$ cat config.mk
export PLATFORM = sky130hd
export DESIGN_NAME = vr_wheel_gen
export DESIGN_NICKNAME = d
export VERILOG_FILES = /design/src/rtl/vr_wheel_gen.sv
export SDC_FILE = /design/constraint.sdc
export NUM_CORES = 1
export LEC_CHECK = 0
export ABC_AREA = 1
export BUFFER_PORTS_ARGS = -buffer_cell sky130_fd_sc_hd__buf_4
export CORE_AREA = 5 5 122 124
export CTS_CLUSTER_DIAMETER = 40
export DETAILED_ROUTE_END_ITERATION = 10
export DIE_AREA = 0 0 127 129
export GPL_TIMING_DRIVEN = 0
export PLACE_DENSITY = 0.4
export SKIP_LAST_GASP = 1
export SYNTH_ARGS = -nofsm -noshare
export SYNTH_HDL_FRONTEND = slang
export SYNTH_SLANG_ARGS = --single-unit
export TNS_END_PERCENT = 10
$ cat constraint.sdc
create_clock -name clk -period 5.39 [get_ports clk]
set_clock_uncertainty 0.1 [all_clocks]
set_input_delay 1.617 -clock clk [delete_from_list [all_inputs] [get_ports clk]]
set_output_delay 1.617 -clock clk [all_outputs]
set_load 0.02 [all_outputs]
$ cat src/rtl/vr_wheel_gen.sv
// Crank-wheel emulator: N-minus-M missing-tooth VR pulse train with per-tooth
// index, gap and revolution markers for driving and checking the hwag decoder.
module vr_wheel_gen #(
    parameter int TOOTH_COUNT = 60,
    parameter int GAP_TEETH   = 2,
    parameter int PERIOD_W    = 16,
    parameter int TOOTH_W     = 6
) (
    input  logic                clk,
    input  logic                rst,
    input  logic                en,
    input  logic [PERIOD_W-1:0] period,
    output logic                vr_out,
    output logic [TOOTH_W-1:0]  tooth_num,
    output logic                gap,
    output logic                rev,
    output logic                cfg_err
);

    localparam logic [TOOTH_W-1:0]  LAST_TOOTH = TOOTH_W'(TOOTH_COUNT - 1);
    localparam logic [TOOTH_W-1:0]  GAP_START  = TOOTH_W'(TOOTH_COUNT - GAP_TEETH);
    localparam logic [PERIOD_W-1:0] MIN_PER    = PERIOD_W'(2);

    typedef enum logic [1:0] {IDLE, HIGH, LOW} state_e;

    state_e                state_q, state_d;
    logic [PERIOD_W-1:0]   hc_q, hc_d;
    logic [PERIOD_W-1:0]   per_q, per_d;
    logic [TOOTH_W-1:0]    tooth_q, tooth_d;
    logic                  vr_q, vr_d;
    logic                  gap_q, gap_d;
    logic                  rev_q, rev_d;
    logic                  cfg_err_q, cfg_err_d;

    logic                  half_done;
    logic                  period_ok;
    logic [TOOTH_W-1:0]    next_tooth;
    logic                  next_gap;

    // hc never exceeds per_q-1, so a full-scale period cannot wrap the counter
    assign half_done  = (hc_q == per_q - PERIOD_W'(1));
    assign period_ok  = (period >= MIN_PER);
    assign next_tooth = (tooth_q == LAST_TOOTH) ? '0 : tooth_q + TOOTH_W'(1);
    assign next_gap   = (next_tooth >= GAP_START);

    always_comb begin
        state_d   = state_q;
        hc_d      = hc_q;
        per_d     = per_q;
        tooth_d   = tooth_q;
        vr_d      = vr_q;
        gap_d     = gap_q;
        rev_d     = 1'b0;
        cfg_err_d = cfg_err_q;

        case (state_q)
            IDLE: begin
                hc_d    = '0;
                vr_d    = 1'b0;
                tooth_d = '0;
                gap_d   = 1'b0;
                if (en) begin
                    if (period_ok) begin
                        per_d     = period;
                        rev_d     = 1'b1;
                        vr_d      = 1'b1;
                        cfg_err_d = 1'b0;
                        state_d   = HIGH;
                    end else begin
                        cfg_err_d = 1'b1;
                    end
                end
            end
            HIGH: begin
                if (half_done) begin
                    hc_d    = '0;
                    vr_d    = 1'b0;
                    state_d = LOW;
                end else begin
                    hc_d = hc_q + PERIOD_W'(1);
                end
            end
            LOW: begin
                if (half_done) begin
                    hc_d  = '0;
                    per_d = period;
                    if (period_ok) begin
                        tooth_d   = next_tooth;
                        gap_d     = next_gap;
                        vr_d      = ~next_gap;
                        rev_d     = (next_tooth == '0);
                        cfg_err_d = 1'b0;
                        state_d   = HIGH;
                    end else begin
                        // a bad relatch parks the wheel; IDLE shows tooth 0, no rev
                        tooth_d   = '0;
                        gap_d     = 1'b0;
                        vr_d      = 1'b0;
                        cfg_err_d = 1'b1;
                        state_d   = IDLE;
                    end
                end else begin
                    hc_d = hc_q + PERIOD_W'(1);
                end
            end
            default: begin
                state_d = IDLE;
            end
        endcase

        // en low overrides everything, including a coincident tooth boundary
        if (!en) begin
            state_d   = IDLE;
            hc_d      = '0;
            tooth_d   = '0;
            vr_d      = 1'b0;
            gap_d     = 1'b0;
            rev_d     = 1'b0;
            cfg_err_d = 1'b0;
        end
    end

    always_ff @(posedge clk or negedge rst) begin
        if (!rst) begin
            state_q   <= IDLE;
            hc_q      <= '0;
            per_q     <= '0;
            tooth_q   <= '0;
            vr_q      <= 1'b0;
            gap_q     <= 1'b0;
            rev_q     <= 1'b0;
            cfg_err_q <= 1'b0;
        end else begin
            state_q   <= state_d;
            hc_q      <= hc_d;
            per_q     <= per_d;
            tooth_q   <= tooth_d;
            vr_q      <= vr_d;
            gap_q     <= gap_d;
            rev_q     <= rev_d;
            cfg_err_q <= cfg_err_d;
        end
    end

    assign vr_out    = vr_q;
    assign tooth_num = tooth_q;
    assign gap       = gap_q;
    assign rev       = rev_q;
    assign cfg_err   = cfg_err_q;

endmodule

Word-level counts from Yosys, hierarchy flattened. Cells that the tools add are included.

Register bits: 44. Input port bits: 19. Output and inout bits: 10. Word-level logic and storage cells: 71.

Add/sub/neg operators: 3. $lt $le $gt $ge: 2. Eq/ne operators: 13. Mux-type cells: 36. Bitwise operators: 1. Reduce and logical (&&, ||, !) cells: 8.

Operator list (count): two-way mux 16 bit (5); case mux 16 bit (2 select lines) (2); two-way mux 6 bit (4); adder 16 x 1 -> 16 bit (second input constant) (1); == test 16 bit (1); greater-or-equal comparator 16 x 2 -> 1 bit (second input constant) (1); subtractor 16 x 1 -> 16 bit (second input constant) (1); two-way mux 1 bit (15); case mux 6 bit (2 select lines) (1); != test 3 bit (second input constant) (3); two-way mux 2 bit (4); adder 6 x 1 -> 6 bit (second input constant) (1); == test 6 bit (second input constant) (1); greater-or-equal comparator 6 bit (second input constant) (1); zero test 6 bit (1); != test 2 bit (second input constant) (3); case mux 1 bit (2 select lines) (3); case mux 2 bit (3 select lines) (1); AND reduction 3 bit (2); != test 4 x 1 -> 1 bit (second input constant) (1); AND reduction 4 bit (1); != test 3 x 1 -> 1 bit (second input constant) (1); != test 3 x 2 -> 1 bit (second input constant) (1); case mux 1 bit (3 select lines) (1); other kinds (7) (7).

Longest topological paths before layout.
Depth after elaboration: 8. Mapped depth: 16. Gate-level depth less buffers: 15.

Least setup slack after synthesis. Ideal clock, no wire load.

Path kind: input-to-reg. Start point: in period[2]. End point: reg per_q[10]. Library setup time: 117 ps. Arrival: 2742 ps. Required time: 5173 ps. Path slack: 2431 ps. Cell stages on the path: 8. Path buffers: 1. Path through: or2_2 > nor3_1 > nand2_1 > nand2_1 > nand2_2 > clkbuf_1 > nand4_1 > nand2_1.

Longest elaborated chain between the ends: 3.

Ends and longest elaborated chain: start, declared (line 12) `input logic [PERIOD_W-1:0] period,`; greater-or-equal comparator 16 x 2 -> 1 bit (line 42) `assign period_ok = (period >= MIN_PER);`; != test 2 bit (no line); AND reduction 4 bit (no line); end signal, assigned (line 136) `per_q <= per_d;`; end, declared (line 28) `logic [PERIOD_W-1:0] per_q, per_d;`.

Every way passes these cells. A chain may end at the register's enable or synchronous reset.

Worst setup path after layout.
Start point: in period[2]. End point: reg per_q[5].

Same word-level chain as after synthesis.

==> metrics.md <==
| Metric | Value |
|---|---|
| Worst path slowest cell | nor3_1 |
| Root buffer cell | clkbuf_16 |
| HP Class | flip-flop to flip-flop |
| Die Height | 129 µm |
| EDFF count, synth | 0 |
| # nets final | 560 |
| Endpoints failing setup | 0 |
| Fin crit share | 61.2% |
| Boundary Pins | 29 |
| Post-synthesis sequential area ratio | 32.9% |
| Worst Setup Path Type | input pin to flip-flop |
| Routed Antenna Nets | 0 |
| Vias after detailed routing | 3114 |
| GRT overflow | 0 |
| Max-slew headroom | 45.7% |
| Yosys Warn Count | 0 |
| #FFs+latches synth | 44 |
| Layout cells sized above 1 | 10.9% |
| Critical path peak fanout | 10 |
| Total track usage | 12.2% |
| Synth cell types | 31 |
| CTS H-tree depth | 2 |
| Clock transition at path regs | 0.06 ns |
| Outcome | complete, no violations |
| Initial drt markers | 179 |
| DIE AREA | 0.0164 mm² |
| TNS Setup | 0 ns |
| Synth async-reset ratio | 100% |
| Main area contributors after synthesis | dfrtp_1, nand2_1, inv_1 |
| Leakage power | 1.99 nW |
| Hold WS | 0.372 ns |
| Vias in the first global route | 3225 |
| Final wirelength | 9.27 mm |
| TritonCTS clock tree | done |
| Ys flop type | dfrtp_1 |
| Drt drc | 0 |
| Yosys top cell area share | 32.9% |
| Post-synth top cells | nand2_1, inv_1, nor2_1 |
| Mapped Cells | 497 |
| Most frequent CP cell | nand2_1 |
| Final Slew Violations | 0 |
| P&R area growth vs syn | 16.8% |
| CP Data Arrival Time | 3.38 ns |
| Post-DR vias/cell | 4.38 |
| Post-synthesis cell area | 0.00335 mm² |
| CP max stage delay | 0.31 ns |
| Required time of the critical path | 5.47 ns |
| First-pass GRT wire length | 16.1 mm |
| PortBufs | 27 |
| Cts repair resizes | 0 |
| Num CTS Buffers | 5 |
| Post-DP HPWL | 7.30 mm |
| Syn Nets | 526 |
| N_diodes | 0 |
| Routed WL per cell | 13.0 µm |
| Initial core utilization | 24.5% |
| Bufs on Longest Clock Path | 2 |
| Synth Area per Inst | 6.74 µm² |
| MaxCap Viol Count | 0 |
| Initial DRT Pass Iterations | 4 |
| Placer Congestion | 0.795 |
| Initial antenna violation count | 0 |
| PD cells | 435 mW/mm² |
| Critical Path Start Type | input pin |
| Final Hold Fails | 0 |
| Core Region | 0.0137 mm² |
| Num rows | 43 |
| RSZ-0062 raised after global routing | false |
| Later-pin clock latency in the skew report | 0.29 ns |
| Clock Sinks | 44 |
| Fmax | 0.303 GHz |
| Worst-Margin Slew | 0.808 ns |
| Most numerous cell in the Yosys netlist | nand2_1 |
| Die width | 127 µm |
| # Post-CTS Setup Buffers | 0 |
| Worst VDD drop | 0.145 mV |
| Largest net degree at the start of global routing | 45 |
| CP cell instances | buf_4, or2_2, nor3_1, nand2_1, nand2_1, nand2_2, clkbuf_1, nand4_1, nand2_1 |
| CP Capture Type | flip-flop |
| Final min period | 3.30 ns |
| Hold buffers post-CTS | 0 |
| Cell accounting for the most synthesized area | dfrtp_1 |
==> stage by stage <==
stage | std cells | cell area [µm²] | utilization, % | power (mW) | worst slack [ns]
2_1_floorplan | 497 | 3350 | - | 1.18 | 2.43
3_3_place_gp | 704 | 3780 | 27.6 | 1.41 | 1.82
3_5_place_dp | 704 | 3780 | 27.6 | 1.42 | 1.80
4_1_cts | 711 | 3910 | 28.6 | 1.72 | 2.10
5_1_grt | 711 | 3910 | 28.6 | 1.88 | 1.97
6_report | 711 | 3910 | 28.6 | 1.70 | 2.09
==> power by group <==
group	total (mW)	internal, mW	switching, mW
clock network	0.298	0.169	0.130
registers	0.509	0.410	0.0987
logic	0.894	0.320	0.573
total	1.70	0.899	0.802
==> worst max-delay path: cells and delay by family <==
kind	cells	cell delay (ns)
and+or+nand+nor	7	1.36
buffers and inverters	2	0.39
==> area by class of cell <==
| cell class | count | area [µm²] |
|---|---|---|
| multi-input combinational | 385 | 1970 |
| fill | 1537 | 9760 |
| clock inverter | 1 | 5.00 |
| inverter | 55 | 206 |
| timing repair buffer | 27 | 203 |
| buffer | 13 | 73.8 |
| tap | 180 | 225 |
| clock buffer | 6 | 129 |
| sequential | 44 | 1100 |
==> state kept, by name (all words and copies together), names as in the netlist <==
signal,count
cfg_err,1
rev,1
state_q,2
vr_out,1
gap,1
per_q,16
hc_q,16
tooth_num,6
==> path summary, 6_finish.rpt <==
| path | from | endpoint | slack, ns | cells after the start |
|---|---|---|---|---|
| worst min-delay path | gap | gap | 0.37 | 2 |
| worst min register to register | gap | gap | 0.37 | 2 |
| worst max register to register | per_q[0] | tooth_num[5] | 2.78 | 14 |
| max in group asynchronous | rst | per_q[0] | 3.54 | 1 |
| min in group asynchronous | rst | per_q[7] | 1.25 | 1 |
| worst max-delay path | period[2] | per_q[5] | 2.09 | 9 |
==> cells by family after synthesis <==
group,share of synthesized area [%]
XOR/XNOR,9.04
adder cells (fa/ha/maj),3.74
AND/OR/NAND/NOR,42.3
buffers and inverters,8.37
flip-flops,32.9
AO/OA/AOI/OAI,3.70
==> placed cells by master (no fill, tap or decap), types with 2 or more instances in the layout <==
| master | count |
|---|---|
| a21oi_1 | 4 |
| buf_2 | 3 |
| buf_4 | 28 |
| buf_6 | 2 |
| clkbuf_1 | 5 |
| clkbuf_16 | 5 |
| clkbuf_2 | 2 |
| dfrtp_1 | 44 |
| ha_1 | 10 |
| inv_1 | 55 |
| nand2_1 | 177 |
| nand2_2 | 5 |
| nand3_1 | 32 |
| nand3_4 | 2 |
| nand3b_1 | 2 |
| nand4_1 | 28 |
| nor2_1 | 53 |
| nor2_2 | 5 |
| nor2_4 | 2 |
| nor3_1 | 6 |
| nor4_1 | 2 |
| o21ai_0 | 17 |
| or2_2 | 2 |
| xnor2_1 | 15 |
| xor2_1 | 17 |
==> routing by layer <==
metal	GRT usage (%)	vias to the layer above	part of all wire (%)
met3	2.12	9	2.7
met1	15.7	1419	48
met4	2.71	0	1.1
li1	-	1645	-
met2	21.3	41	48
met5	0	-	0
No activity file was read; power rests on OpenSTA's default activity.
